**src/rtl/matrix_port_arbiter_if.sv**
```systemverilog
// Bus bundle for matrix_port_arbiter: requesters A/B, clear control and the frame-RAM port.
// Handshake: a requester raises x_REQ with x_WE/x_ADDR/x_DATA stable and holds them until
// x_GNT is high in the same cycle; that cycle is the transfer. Reads answer later with a
// one-cycle x_RVALID carrying x_RDATA. Dropping x_REQ before a grant is allowed.
interface matrix_port_arbiter_if;
   logic        A_REQ;
   logic        A_WE;
   logic [2:0]  A_ADDR;
   logic [15:0] A_DATA;
   logic        A_GNT;
   logic        A_RVALID;
   logic [15:0] A_RDATA;
   logic        B_REQ;
   logic        B_WE;
   logic [2:0]  B_ADDR;
   logic [15:0] B_DATA;
   logic        B_GNT;
   logic        B_RVALID;
   logic [15:0] B_RDATA;
   logic        CLR;
   logic [15:0] CLR_DATA;
   logic        CLR_BUSY;
   logic [2:0]  M_ADDR;
   logic [15:0] M_DATA;
   logic        M_WREN;
   logic [15:0] M_Q;

   modport slave (
      input  A_REQ, A_WE, A_ADDR, A_DATA, B_REQ, B_WE, B_ADDR, B_DATA,
      input  CLR, CLR_DATA, M_Q,
      output A_GNT, A_RVALID, A_RDATA, B_GNT, B_RVALID, B_RDATA,
      output CLR_BUSY, M_ADDR, M_DATA, M_WREN
   );

   modport master (
      output A_REQ, A_WE, A_ADDR, A_DATA, B_REQ, B_WE, B_ADDR, B_DATA,
      output CLR, CLR_DATA, M_Q,
      input  A_GNT, A_RVALID, A_RDATA, B_GNT, B_RVALID, B_RDATA,
      input  CLR_BUSY, M_ADDR, M_DATA, M_WREN
   );
endinterface

```
**src/rtl/matrix_port_arbiter.sv**
```systemverilog
// Round-robin arbiter for matrix frame-RAM port A with a registered one-access-per-cycle datapath.
// Build option MATRIX_ARB_CLEAR_EN compiles in the CLEAR sequencer that fills all 8 lines.
module matrix_port_arbiter (
   input  logic                 CLK,
   input  logic                 RST,
   matrix_port_arbiter_if.slave bus,
   output logic                 o_dbg_state
);
   typedef enum logic {ST_IDLE = 1'b0, ST_CLEAR = 1'b1} state_t;

   state_t      r_state, w_state_nxt;
   logic        r_last;
   logic        w_arb_en;
   logic        w_gnt_a, w_gnt_b, w_gnt;
   logic        w_sel_we;
   logic [2:0]  w_sel_addr;
   logic [15:0] w_sel_data;
   logic [2:0]  r_m_addr;
   logic [15:0] r_m_data;
   logic        r_m_wren;
   logic        r_p1_vld, r_p1_b, r_p2_vld, r_p2_b;
   logic        r_a_rvalid, r_b_rvalid;
   logic [15:0] r_a_rdata, r_b_rdata;
`ifdef MATRIX_ARB_CLEAR_EN
   logic        w_clr_go;
   logic [2:0]  r_cnt;
   logic [15:0] r_fill;
`else
   logic        w_unused_clr;
   assign w_unused_clr = ^{bus.CLR, bus.CLR_DATA};
`endif

   always_ff @(posedge CLK) begin
      if (RST) r_state <= ST_IDLE;
      else     r_state <= w_state_nxt;
   end

   always_comb begin
      w_state_nxt = r_state;
      w_arb_en    = 1'b0;
`ifdef MATRIX_ARB_CLEAR_EN
      w_clr_go    = 1'b0;
      case (r_state)
         ST_IDLE: begin
            if (bus.CLR) begin
               w_clr_go    = 1'b1;
               w_state_nxt = ST_CLEAR;
            end else begin
               w_arb_en = 1'b1;
            end
         end
         ST_CLEAR: begin
            // The last fill write is already on M_*, so this cycle may grant again.
            if (r_cnt == 3'd7) begin
               w_arb_en    = 1'b1;
               w_state_nxt = ST_IDLE;
            end
         end
         default: w_state_nxt = ST_IDLE;
      endcase
      if (RST) w_clr_go = 1'b0;
`else
      w_arb_en    = 1'b1;
      w_state_nxt = ST_IDLE;
`endif
      if (RST) w_arb_en = 1'b0;
   end

   // r_last = 1 means B held the previous grant, so A wins the next contention.
   assign w_gnt_a    = w_arb_en & bus.A_REQ & (~bus.B_REQ | r_last);
   assign w_gnt_b    = w_arb_en & bus.B_REQ & (~bus.A_REQ | ~r_last);
   assign w_gnt      = w_gnt_a | w_gnt_b;
   assign w_sel_we   = w_gnt_b ? bus.B_WE   : bus.A_WE;
   assign w_sel_addr = w_gnt_b ? bus.B_ADDR : bus.A_ADDR;
   assign w_sel_data = w_gnt_b ? bus.B_DATA : bus.A_DATA;

   always_ff @(posedge CLK) begin
      if (RST) begin
         r_last     <= 1'b1;
         r_m_addr   <= '0;
         r_m_data   <= '0;
         r_m_wren   <= 1'b0;
         r_p1_vld   <= 1'b0;
         r_p1_b     <= 1'b0;
         r_p2_vld   <= 1'b0;
         r_p2_b     <= 1'b0;
         r_a_rvalid <= 1'b0;
         r_b_rvalid <= 1'b0;
         r_a_rdata  <= '0;
         r_b_rdata  <= '0;
`ifdef MATRIX_ARB_CLEAR_EN
         r_cnt      <= '0;
         r_fill     <= '0;
`endif
      end else begin
         r_m_wren <= 1'b0;
         if (w_gnt) begin
            r_m_addr <= w_sel_addr;
            r_m_data <= w_sel_data;
            r_m_wren <= w_sel_we;
            r_last   <= w_gnt_b;
`ifdef MATRIX_ARB_CLEAR_EN
         end else if (w_clr_go) begin
            r_fill   <= bus.CLR_DATA;
            r_cnt    <= 3'd0;
            r_m_addr <= 3'd0;
            r_m_data <= bus.CLR_DATA;
            r_m_wren <= 1'b1;
         end else if ((r_state == ST_CLEAR) && (r_cnt != 3'd7)) begin
            r_cnt    <= r_cnt + 3'd1;
            r_m_addr <= r_cnt + 3'd1;
            r_m_data <= r_fill;
            r_m_wren <= 1'b1;
`endif
         end
         // Read tag: stage 1 = address on M_*, stage 2 = M_Q valid, then capture.
         r_p1_vld   <= w_gnt & ~w_sel_we;
         r_p1_b     <= w_gnt_b;
         r_p2_vld   <= r_p1_vld;
         r_p2_b     <= r_p1_b;
         r_a_rvalid <= r_p2_vld & ~r_p2_b;
         r_b_rvalid <= r_p2_vld & r_p2_b;
         if (r_p2_vld && !r_p2_b) r_a_rdata <= bus.M_Q;
         if (r_p2_vld && r_p2_b)  r_b_rdata <= bus.M_Q;
      end
   end

   assign bus.A_GNT    = w_gnt_a;
   assign bus.B_GNT    = w_gnt_b;
   assign bus.A_RVALID = r_a_rvalid;
   assign bus.B_RVALID = r_b_rvalid;
   assign bus.A_RDATA  = r_a_rdata;
   assign bus.B_RDATA  = r_b_rdata;
   assign bus.M_ADDR   = r_m_addr;
   assign bus.M_DATA   = r_m_data;
   assign bus.M_WREN   = r_m_wren;
`ifdef MATRIX_ARB_CLEAR_EN
   assign bus.CLR_BUSY = (r_state == ST_CLEAR);
`else
   assign bus.CLR_BUSY = 1'b0;
`endif
   assign o_dbg_state  = (r_state == ST_CLEAR);
endmodule

```
**src/flat_wrapper.sv**
```systemverilog
// flat-port wrapper written by rule: the top's interface ports become plain ports
module matrix_port_arbiter_flat 
  (CLK, RST, o_dbg_state, bus_A_REQ, bus_A_WE, bus_A_ADDR, bus_A_DATA, bus_B_REQ, bus_B_WE, bus_B_ADDR, bus_B_DATA, bus_CLR, bus_CLR_DATA, bus_M_Q, bus_A_GNT, bus_A_RVALID, bus_A_RDATA, bus_B_GNT, bus_B_RVALID, bus_B_RDATA, bus_CLR_BUSY, bus_M_ADDR, bus_M_DATA, bus_M_WREN);
  matrix_port_arbiter_if bus_i ();
  input  logic CLK;
  input  logic RST;
  output logic o_dbg_state;
  input wire logic [$bits(bus_i.A_REQ)-1:0] bus_A_REQ;
  input wire logic [$bits(bus_i.A_WE)-1:0] bus_A_WE;
  input wire logic [$bits(bus_i.A_ADDR)-1:0] bus_A_ADDR;
  input wire logic [$bits(bus_i.A_DATA)-1:0] bus_A_DATA;
  input wire logic [$bits(bus_i.B_REQ)-1:0] bus_B_REQ;
  input wire logic [$bits(bus_i.B_WE)-1:0] bus_B_WE;
  input wire logic [$bits(bus_i.B_ADDR)-1:0] bus_B_ADDR;
  input wire logic [$bits(bus_i.B_DATA)-1:0] bus_B_DATA;
  input wire logic [$bits(bus_i.CLR)-1:0] bus_CLR;
  input wire logic [$bits(bus_i.CLR_DATA)-1:0] bus_CLR_DATA;
  input wire logic [$bits(bus_i.M_Q)-1:0] bus_M_Q;
  output wire logic [$bits(bus_i.A_GNT)-1:0] bus_A_GNT;
  output wire logic [$bits(bus_i.A_RVALID)-1:0] bus_A_RVALID;
  output wire logic [$bits(bus_i.A_RDATA)-1:0] bus_A_RDATA;
  output wire logic [$bits(bus_i.B_GNT)-1:0] bus_B_GNT;
  output wire logic [$bits(bus_i.B_RVALID)-1:0] bus_B_RVALID;
  output wire logic [$bits(bus_i.B_RDATA)-1:0] bus_B_RDATA;
  output wire logic [$bits(bus_i.CLR_BUSY)-1:0] bus_CLR_BUSY;
  output wire logic [$bits(bus_i.M_ADDR)-1:0] bus_M_ADDR;
  output wire logic [$bits(bus_i.M_DATA)-1:0] bus_M_DATA;
  output wire logic [$bits(bus_i.M_WREN)-1:0] bus_M_WREN;
  assign bus_i.A_REQ = bus_A_REQ;
  assign bus_i.A_WE = bus_A_WE;
  assign bus_i.A_ADDR = bus_A_ADDR;
  assign bus_i.A_DATA = bus_A_DATA;
  assign bus_i.B_REQ = bus_B_REQ;
  assign bus_i.B_WE = bus_B_WE;
  assign bus_i.B_ADDR = bus_B_ADDR;
  assign bus_i.B_DATA = bus_B_DATA;
  assign bus_i.CLR = bus_CLR;
  assign bus_i.CLR_DATA = bus_CLR_DATA;
  assign bus_i.M_Q = bus_M_Q;
  assign bus_A_GNT = bus_i.A_GNT;
  assign bus_A_RVALID = bus_i.A_RVALID;
  assign bus_A_RDATA = bus_i.A_RDATA;
  assign bus_B_GNT = bus_i.B_GNT;
  assign bus_B_RVALID = bus_i.B_RVALID;
  assign bus_B_RDATA = bus_i.B_RDATA;
  assign bus_CLR_BUSY = bus_i.CLR_BUSY;
  assign bus_M_ADDR = bus_i.M_ADDR;
  assign bus_M_DATA = bus_i.M_DATA;
  assign bus_M_WREN = bus_i.M_WREN;
  matrix_port_arbiter u_core (.CLK(CLK), .RST(RST), .bus(bus_i), .o_dbg_state(o_dbg_state));
endmodule
```
**config.mk**
```make
export PLATFORM = sky130hd
export DESIGN_NAME = matrix_port_arbiter_flat
export DESIGN_NICKNAME = d
export VERILOG_FILES = /design/src/rtl/matrix_port_arbiter_if.sv /design/src/rtl/matrix_port_arbiter.sv /design/src/flat_wrapper.sv
export SDC_FILE = /design/constraint.sdc
export NUM_CORES = 1
export LEC_CHECK = 0
export CAP_MARGIN = 10
export CORE_UTILIZATION = 40
export DETAILED_ROUTE_END_ITERATION = 7
export GPL_TIMING_DRIVEN = 0
export PLACE_DENSITY = 0.85
export SLEW_MARGIN = 10
export SYNTH_ARGS = -nofsm -noshare
export SYNTH_HDL_FRONTEND = slang
export SYNTH_SLANG_ARGS = --single-unit
```
**constraint.sdc**
```tcl
create_clock -name CLK -period 3.85 [get_ports CLK]
set_clock_uncertainty 0.2 [all_clocks]
set_input_delay 0.77 -clock CLK [delete_from_list [all_inputs] [get_ports CLK]]
set_output_delay 0.77 -clock CLK [all_outputs]
set_load 0.01 [all_outputs]
```
# Word-level counts from Yosys, hierarchy flattened
# Cells that the tools add are included.
[totals]
output_inout_bits = 58
ff_bits = 59
elab_cells = 36
input_bits = 77
[classes]
mux = 4
n_bitwise = 16
reduce_logical = 4
[ops]
columns = ["op", "count"]
rows = [
  ["$mux 16", 1],
  ["$and 1x1->1", 7],
  ["$not 1->1", 6],
  ["$mux 3", 1],
  ["$or 1x1->1", 3],
  ["$logic_and 1x1->1", 2],
  ["$mux 1", 2],
  ["$reduce_or 2->1", 1],
  ["$logic_not 1->1", 1],
]

# Depth between registers and ports, before layout
# Gate-level depths: netlist of run 1.
[logic_depth]
word_depth = 6
mapped_depth = 5
mapped_depth_nobuf = 3

# Worst setup path after synthesis of run 1
# Ideal clock, no wire load.
[synth_path]
path_kind = "input-to-output"
start = "in bus_B_REQ"
end = "out bus_A_GNT"
path_slack_ns = 1.418
t_arrival_ns = 1.462
required_time_ns = 2.880
cell_stages = 4
n_path_buf = 2
cell_sequence = "buf_2 clkbuf_1 a21oi_1 and2_2"
[synth_via]
elab_chain_len = 3
[synth_lines]
columns = ["item", "line_no", "text"]
rows = [
  ["from (decl)", "flat_wrapper.sv:12", "input wire logic [$bits(bus_i.B_REQ)-1:0] bus_B_REQ;"],
  ["$not 1->1", "matrix_port_arbiter.sv:70", "assign w_gnt_a = w_arb_en & bus.A_REQ & (~bus.B_REQ | r_last);"],
  ["$or 1x1->1", "matrix_port_arbiter.sv:70", ""],
  ["$and 1x1->1", "matrix_port_arbiter.sv:70", ""],
  ["to (decl)", "flat_wrapper.sv:19", "output wire logic [$bits(bus_i.A_GNT)-1:0] bus_A_GNT;"],
]
# Every way passes these cells.

# Final worst setup path of run 1
[layout_path]
start = "in RST"
end = "out bus_A_GNT"
[layout_via]
elab_chain_len = 3
[layout_lines]
columns = ["item", "line_no", "text"]
rows = [
  ["from (decl)", "flat_wrapper.sv:6", "input logic RST;"],
  ["$mux 1", "matrix_port_arbiter.sv:66", "if (RST) w_arb_en = 1'b0;"],
  ["$and 1x1->1 (2 in a row)", "matrix_port_arbiter.sv:70", ""],
]
# Every way passes these cells.

==> results of run 1 <==
-- through the flow --
stage          util, %  hold slack (ns)  worst slack, ns  total power (uW)  cell area, um2
6_report         67.96           0.2386           0.5153              1442            3742
5_1_grt          67.96           0.2609           0.3837              1501            3742
4_1_cts          67.96           0.2395           0.5168              1452            3742
3_5_place_dp     64.10           0.2258           0.5234             873.2            3530
3_3_place_gp     64.10           0.2206           0.5357             868.3            3530
2_1_floorplan        -           0.2138            1.418             741.7            2298
-- routing by layer --
layer	vias up	wire [um]	part of all wire (%)
li1	1160	-	-
met1	1057	2615	40
met2	130	3013	47
met3	20	653	10
met4	0	184	2.8
met5	-	0	0
-- power groups by stage --
stage | clock (uW) | sequential (uW) | combinational (uW)
after detailed placement | 0 | 664 | 209
after floorplan | 0 | 674 | 67.5
after global placement | 0 | 664 | 204
final | 581 | 652 | 209
after global routing | 620 | 654 | 227
after CTS | 590 | 652 | 210
-- layout make-up --
type / instances / area [um2] / area share, %
plain buffers: 24 / 133.9 / 3.577
clock buffers: 12 / 165.2 / 4.413
clock inverters: 4 / 47.55 / 1.270
inverters: 23 / 86.33 / 2.307
multi-input cells: 157 / 897.1 / 23.97
flip-flops and latches: 59 / 1181 / 31.56
well taps: 72 / 90.09 / 2.407
repair buffers: 114 / 1141 / 30.49
-- registers in the layout (all words and copies together) (netlist names) --
| signal | cells |
|---|---|
| u_core.r_p1_b | 1 |
| u_core.bus.M_DATA | 16 |
| u_core.bus.A_RDATA | 16 |
| u_core.r_p2_vld | 1 |
| u_core.bus.M_ADDR | 3 |
| u_core.bus.B_RDATA | 16 |
| u_core.bus.B_RVALID | 1 |
| u_core.r_last | 1 |
| u_core.bus.M_WREN | 1 |
| u_core.r_p1_vld | 1 |
| u_core.r_p2_b | 1 |
| u_core.bus.A_RVALID | 1 |
-- cells by family after synthesis --
| logic type | count (synthesis) | share of synthesized area, % |
|---|---|---|
| compound gates | 74 | 23.56 |
| other cells | 1 | 0.1634 |
| buf+inv | 47 | 9.596 |
| flops | 59 | 51.47 |
| simple gates | 81 | 15.21 |
-- cells in the mapped netlist (all sizes together) --
library cell | count | share of area [%]
o21ai | 1 | 0.22
a31oi | 1 | 0.27
nand2b | 1 | 0.27
a2111oi | 19 | 7.3
nor2b | 3 | 0.82
inv | 23 | 3.8
nor2 | 4 | 0.65
a221o | 19 | 8.3
clkbuf | 10 | 1.6
nand2 | 66 | 11
a21oi | 33 | 7.2
and4 | 1 | 0.44
dfxtp | 59 | 51
and3 | 2 | 0.82
buf | 14 | 4.2
conb | 1 | 0.16
and2 | 2 | 0.60
nor3 | 1 | 0.44
o21a | 1 | 0.33
nor4 | 1 | 0.27
-- path summary, 6_finish.rpt --
| check | from | endpoint | slack (ns) | cells after the start |
|---|---|---|---|---|
| setup reg to reg | u_core.r_last | u_core.bus.M_DATA[1] | 2.21 | 4 |
| hold / removal | u_core.r_p1_b | u_core.r_p2_b | 0.24 | 1 |
| setup / recovery | RST | bus_A_GNT | 0.52 | 5 |
| hold reg to reg | u_core.r_p1_b | u_core.r_p2_b | 0.24 | 1 |
==> metrics.txt, run 1 <==
Initial Util=41.67%; PortBufs=114; Combinational Power Share=14.5%; GRT met1 Usage=25.27%; Post-DP HPWL=around 4800 um; Remaining DRCs=0; switching fraction of total power=22.93%; overall routed net length=6467 um; ANT nets after route=0; CTS root buf=clkbuf_8; post-CTS sizing=0; core area=5507 um2; Slowest Stage Delay on Critical Path=~0.57 ns; outcome=complete, no violations; CTS Hold Buffers Added=0; Setup crit start kind=primary input; worst path bufs/invs=3; drt first pass iters=4; synthesized flop and latch total=59; mapped cell area=approximately 2300 um2; die width=approximately 78 um; NetSw=330.7 uW; Critical Path, Cell by Cell=clkdlybuf4s50_1 -> buf_2 -> a21oi_1 -> and2_2 -> clkdlybuf4s50_1; critical path arrival=2.36 ns; Global Route met2 Usage=~39%; CTS Buffer Depth=2; critical path type=in2out; Initial DRC Count=~110; Avg WL per Cell=13.91 um; Gate Count Post-Synth=around 260; Sink Count=between 50 and 60; GR Util All Layers=23.01%; most common cell after layout, fill and taps aside=clkdlybuf4s50_1; Clk network pwr share=40.3%; Required @ worst endpoint=2.88 ns; die height=77.74 um; initial antenna violation count=0; endpoint class of the critical path=output pin; Slew Limit Fails=0; final hold vios=0; final setup violation count=0; Synth cell types=26; pin count of the biggest net entering global routing=11; Sequential Power Share=45.2%; antenna cells=0; fmax=between 0.2 and 0.3 GHz; vias per inst=5.090; global placement routability congestion=0.7654; FILL cells=439; RSZ-0062 raised after global routing=no; final std cells w/o fill=465; Clock Latency Late Sink=0.32 ns; PD cells=about 390 nW/um2; Leak=roughly 0.0014 uW; gr ovfl total=0; delay-heaviest family, CP=buffers and inverters; Worst-path clk slew=approximately 0.060 ns; min Tclk post-route=3.335 ns; class of the worst hold path=reg2reg; GRT busiest layer=met2; Final Cycle Share=86.62%; worst-margin pin slew=~0.63 ns; H-tree levels=3; Critical-path top delay cell=clkdlybuf4s50_1; # rows=27; vias in the first global route=2381; Die Area=6044 um2; TritonCTS Buffers=9; crit-path max FO=10; CTS tree=yes; postcts setup bufs=0; Max Cap Viol=0; Cell Int Power=1112 uW; most frequent cells in the layout=114 x clkdlybuf4s50_1, 65 x nand2_1, 59 x dfxtp_1; area overhead of the layout relative to synthesis=63.09%; final net count=465; Yosys warning count=0; Max VDD drop=0.0001847 V; global-route wire length before repair=10740 um; met3 usage in global routing=7.765%; Slew HR=a little under 60%; Synth Area per Inst=8.758 um2; sequential share of the synthesized area=between 50 and 60%; via count of the routed design=2367; Ports=135; share of post-route cells with drive strength above 1=9.415%; Post-Place Cells=449; CP most frequent cell=clkdlybuf4s50_1; TNS Setup=0 ns
No activity file was read; power rests on OpenSTA's default activity.
==> run 2, diff against run 1 <==
--- a/config.mk
+++ b/config.mk
@@ -5,7 +5,6 @@
 export SDC_FILE = /design/constraint.sdc
 export NUM_CORES = 1
 export LEC_CHECK = 0
-export CAP_MARGIN = 10
 export CORE_UTILIZATION = 40
 export DETAILED_ROUTE_END_ITERATION = 7
 export GPL_TIMING_DRIVEN = 0
==> results of run 2 <==
Same layout as run 1: the final DEF is identical, and so are final timing and power.
==> run 3, diff against run 2 <==
--- a/config.mk
+++ b/config.mk
@@ -5,10 +5,11 @@
 export SDC_FILE = /design/constraint.sdc
 export NUM_CORES = 1
 export LEC_CHECK = 0
-export CORE_UTILIZATION = 40
+export CORE_UTILIZATION = 42
+export CTS_BUF_LIST = sky130_fd_sc_hd__clkbuf_4
 export DETAILED_ROUTE_END_ITERATION = 7
 export GPL_TIMING_DRIVEN = 0
-export PLACE_DENSITY = 0.85
+export PLACE_DENSITY = 0.88
 export SLEW_MARGIN = 10
 export SYNTH_ARGS = -nofsm -noshare
 export SYNTH_HDL_FRONTEND = slang
==> metrics.txt, run 3 (same netlist as run 1, synthesis figures left out) <==
outcome=complete, no violations (unchanged); worst hold stages=1 (unchanged); area overhead of the layout relative to synthesis=58.18% (was 63.09%); core area=5172 um2 (was 5507 um2); final net count=465 (unchanged); TritonCTS Buffers=9 (unchanged); die height=75.92 um (was 77.74 um); critical path arrival=2.38 ns (was 2.36 ns); Worst Reg-to-Reg Cells=4 (unchanged); overall routed net length=6140 um (was 6467 um); most common cell after layout, fill and taps aside=clkdlybuf4s50_1 (unchanged); Avg WL per Cell=13.26 um (was 13.91 um); Remaining DRCs=0 (unchanged); FILL cells=400 (was 439); TNS Setup=0 ns (unchanged); pin count of the biggest net entering global routing=11 (unchanged); CTS Hold Buffers Added=0 (unchanged); vias in the first global route=2323 (was 2381); H-tree levels=3 (unchanged); Leak=0.001369 uW (was 0.001416 uW); fmax=0.2982 GHz (was 0.2999 GHz); Post-DP HPWL=4574 um (was 4798 um); CTS root buf=clkbuf_4 (was clkbuf_8); Sink Count=59 (unchanged); Register Area=1181 um2 (unchanged); die width=75.92 um (was 77.74 um); global-route wire length before repair=10270 um (was 10740 um); Max VDD drop=0.0001974 V (was 0.0001847 V); drt first pass iters=4 (unchanged); ANT nets after route=0 (unchanged); worst-margin pin slew=0.6586 ns (was 0.6317 ns); Clock Latency Late Sink=0.38 ns (was 0.32 ns); Pwr Total=1203 uW (was 1442 uW); CP Capture Point=bus_B_GNT (was bus_A_GNT); Slew HR=55.85% (was 57.66%); share of post-route cells with drive strength above 1=8.397% (was 9.415%); Worst-path clk slew=0.09 ns (was 0.06 ns); Setup crit start kind=primary input (unchanged); internal reg-to-reg setup slack=2.28 ns (was 2.21 ns); Slew Limit Fails=0 (unchanged); vias per inst=5.080 (was 5.090); critical path type=in2out (unchanged); Max Cap Viol=0 (unchanged); final hold vios=0 (unchanged); PD cells=331.3 nW/um2 (was 385.4 nW/um2); post-CTS sizing=0 (unchanged); CTS tree=yes (unchanged); final setup violation count=0 (unchanged); endpoint class of the critical path=output pin (unchanged); most frequent cells in the layout=114 x clkdlybuf4s50_1, 65 x nand2_1, 59 x dfxtp_1 (unchanged); Initial DRC Count=99 (was 111); class of the worst hold path=reg2reg (unchanged); PortBufs=114 (unchanged); Required @ worst endpoint=2.88 ns (about the same); Worst Setup SP=bus_A_REQ (was RST); antenna cells=0 (unchanged); Final Cycle Share=87.11% (was 86.62%); # rows=26 (was 27); reg-to-reg endpoint=u_core.bus.M_DATA[8] (was u_core.bus.M_DATA[1]); beginning of the worst register-to-register path=u_core.r_last (unchanged); Ports=135 (unchanged); CTS Buffer Depth=2 (unchanged); postcts setup bufs=0 (unchanged); Die Area=5763 um2 (was 6044 um2); area of the multi-input gates=897.1 um2 (unchanged); global placement routability congestion=0.7330 (was 0.7654); gr ovfl total=0 (unchanged); GR Util All Layers=22.23% (was 23.01%); via count of the routed design=2352 (was 2367); Initial Util=44.36% (was 41.67%); initial antenna violation count=0 (unchanged); min Tclk post-route=3.354 ns (was 3.335 ns); RSZ-0062 raised after global routing=no (unchanged); crit-path max FO=10 (unchanged)
[run 3: area by class of cell]
cell class | instances | share of cell area [%]
Sequential cell | 59 | 32.54
Inverter | 23 | 2.378
Clock inverter | 5 | 0.5515
Buffer | 24 | 3.688
Tap cell | 70 | 2.413
Clock buffer | 11 | 2.275
Multi-Input combinational cell | 157 | 24.72
Timing Repair Buffer | 114 | 31.44
[run 3: power by group]
part / internal, uW / switching (uW) / leakage [uW] / total (uW)
sequential: 637 / 14.2 / 0.000482 / 651
clock: 138 / 206 / 0.0000608 / 344
combinational: 125 / 82.8 / 0.000826 / 208
total: 900 / 303 / 0.00137 / 1200
[run 3: through the flow]
stage	setup WS [ns]	util [%]	area, um2	hold slack, ns	cells
after CTS	0.4979	70.17	3630	0.2445	463
after detailed placement	0.5054	68.19	3527	0.2234	447
after floorplan	1.418	-	2298	0.2138	263
after global routing	0.3922	70.17	3630	0.2555	463
final	0.4962	70.17	3630	0.2408	463
after global placement	0.5277	68.19	3527	0.2183	447
[run 3: how the worst min path moves through the flow]
stage                                from              end
after CTS                   u_core.r_p1_b    u_core.r_p2_b
final                       u_core.r_p1_b    u_core.r_p2_b
after floorplan             u_core.r_p1_b    u_core.r_p2_b
after detailed placement    u_core.r_p1_b    u_core.r_p2_b
after global routing      u_core.r_p1_vld  u_core.r_p2_vld
after global placement      u_core.r_p1_b    u_core.r_p2_b
[run 3: metal layers]
layer	wire length, um	vias to the layer above	global-route usage [%]
li1	-	1162	-
met1	2489	1059	24.58
met2	2873	119	37.91
met3	666	12	8.313
met4	111	0	10.00
met5	0	-	0
[run 3: worst max-delay path, stage by stage]
cell             delay (ns)
clkdlybuf4s50_1        0.55
nand2_2                0.17
and3_4                 0.21
buf_6                  0.14
clkdlybuf4s50_1        0.55
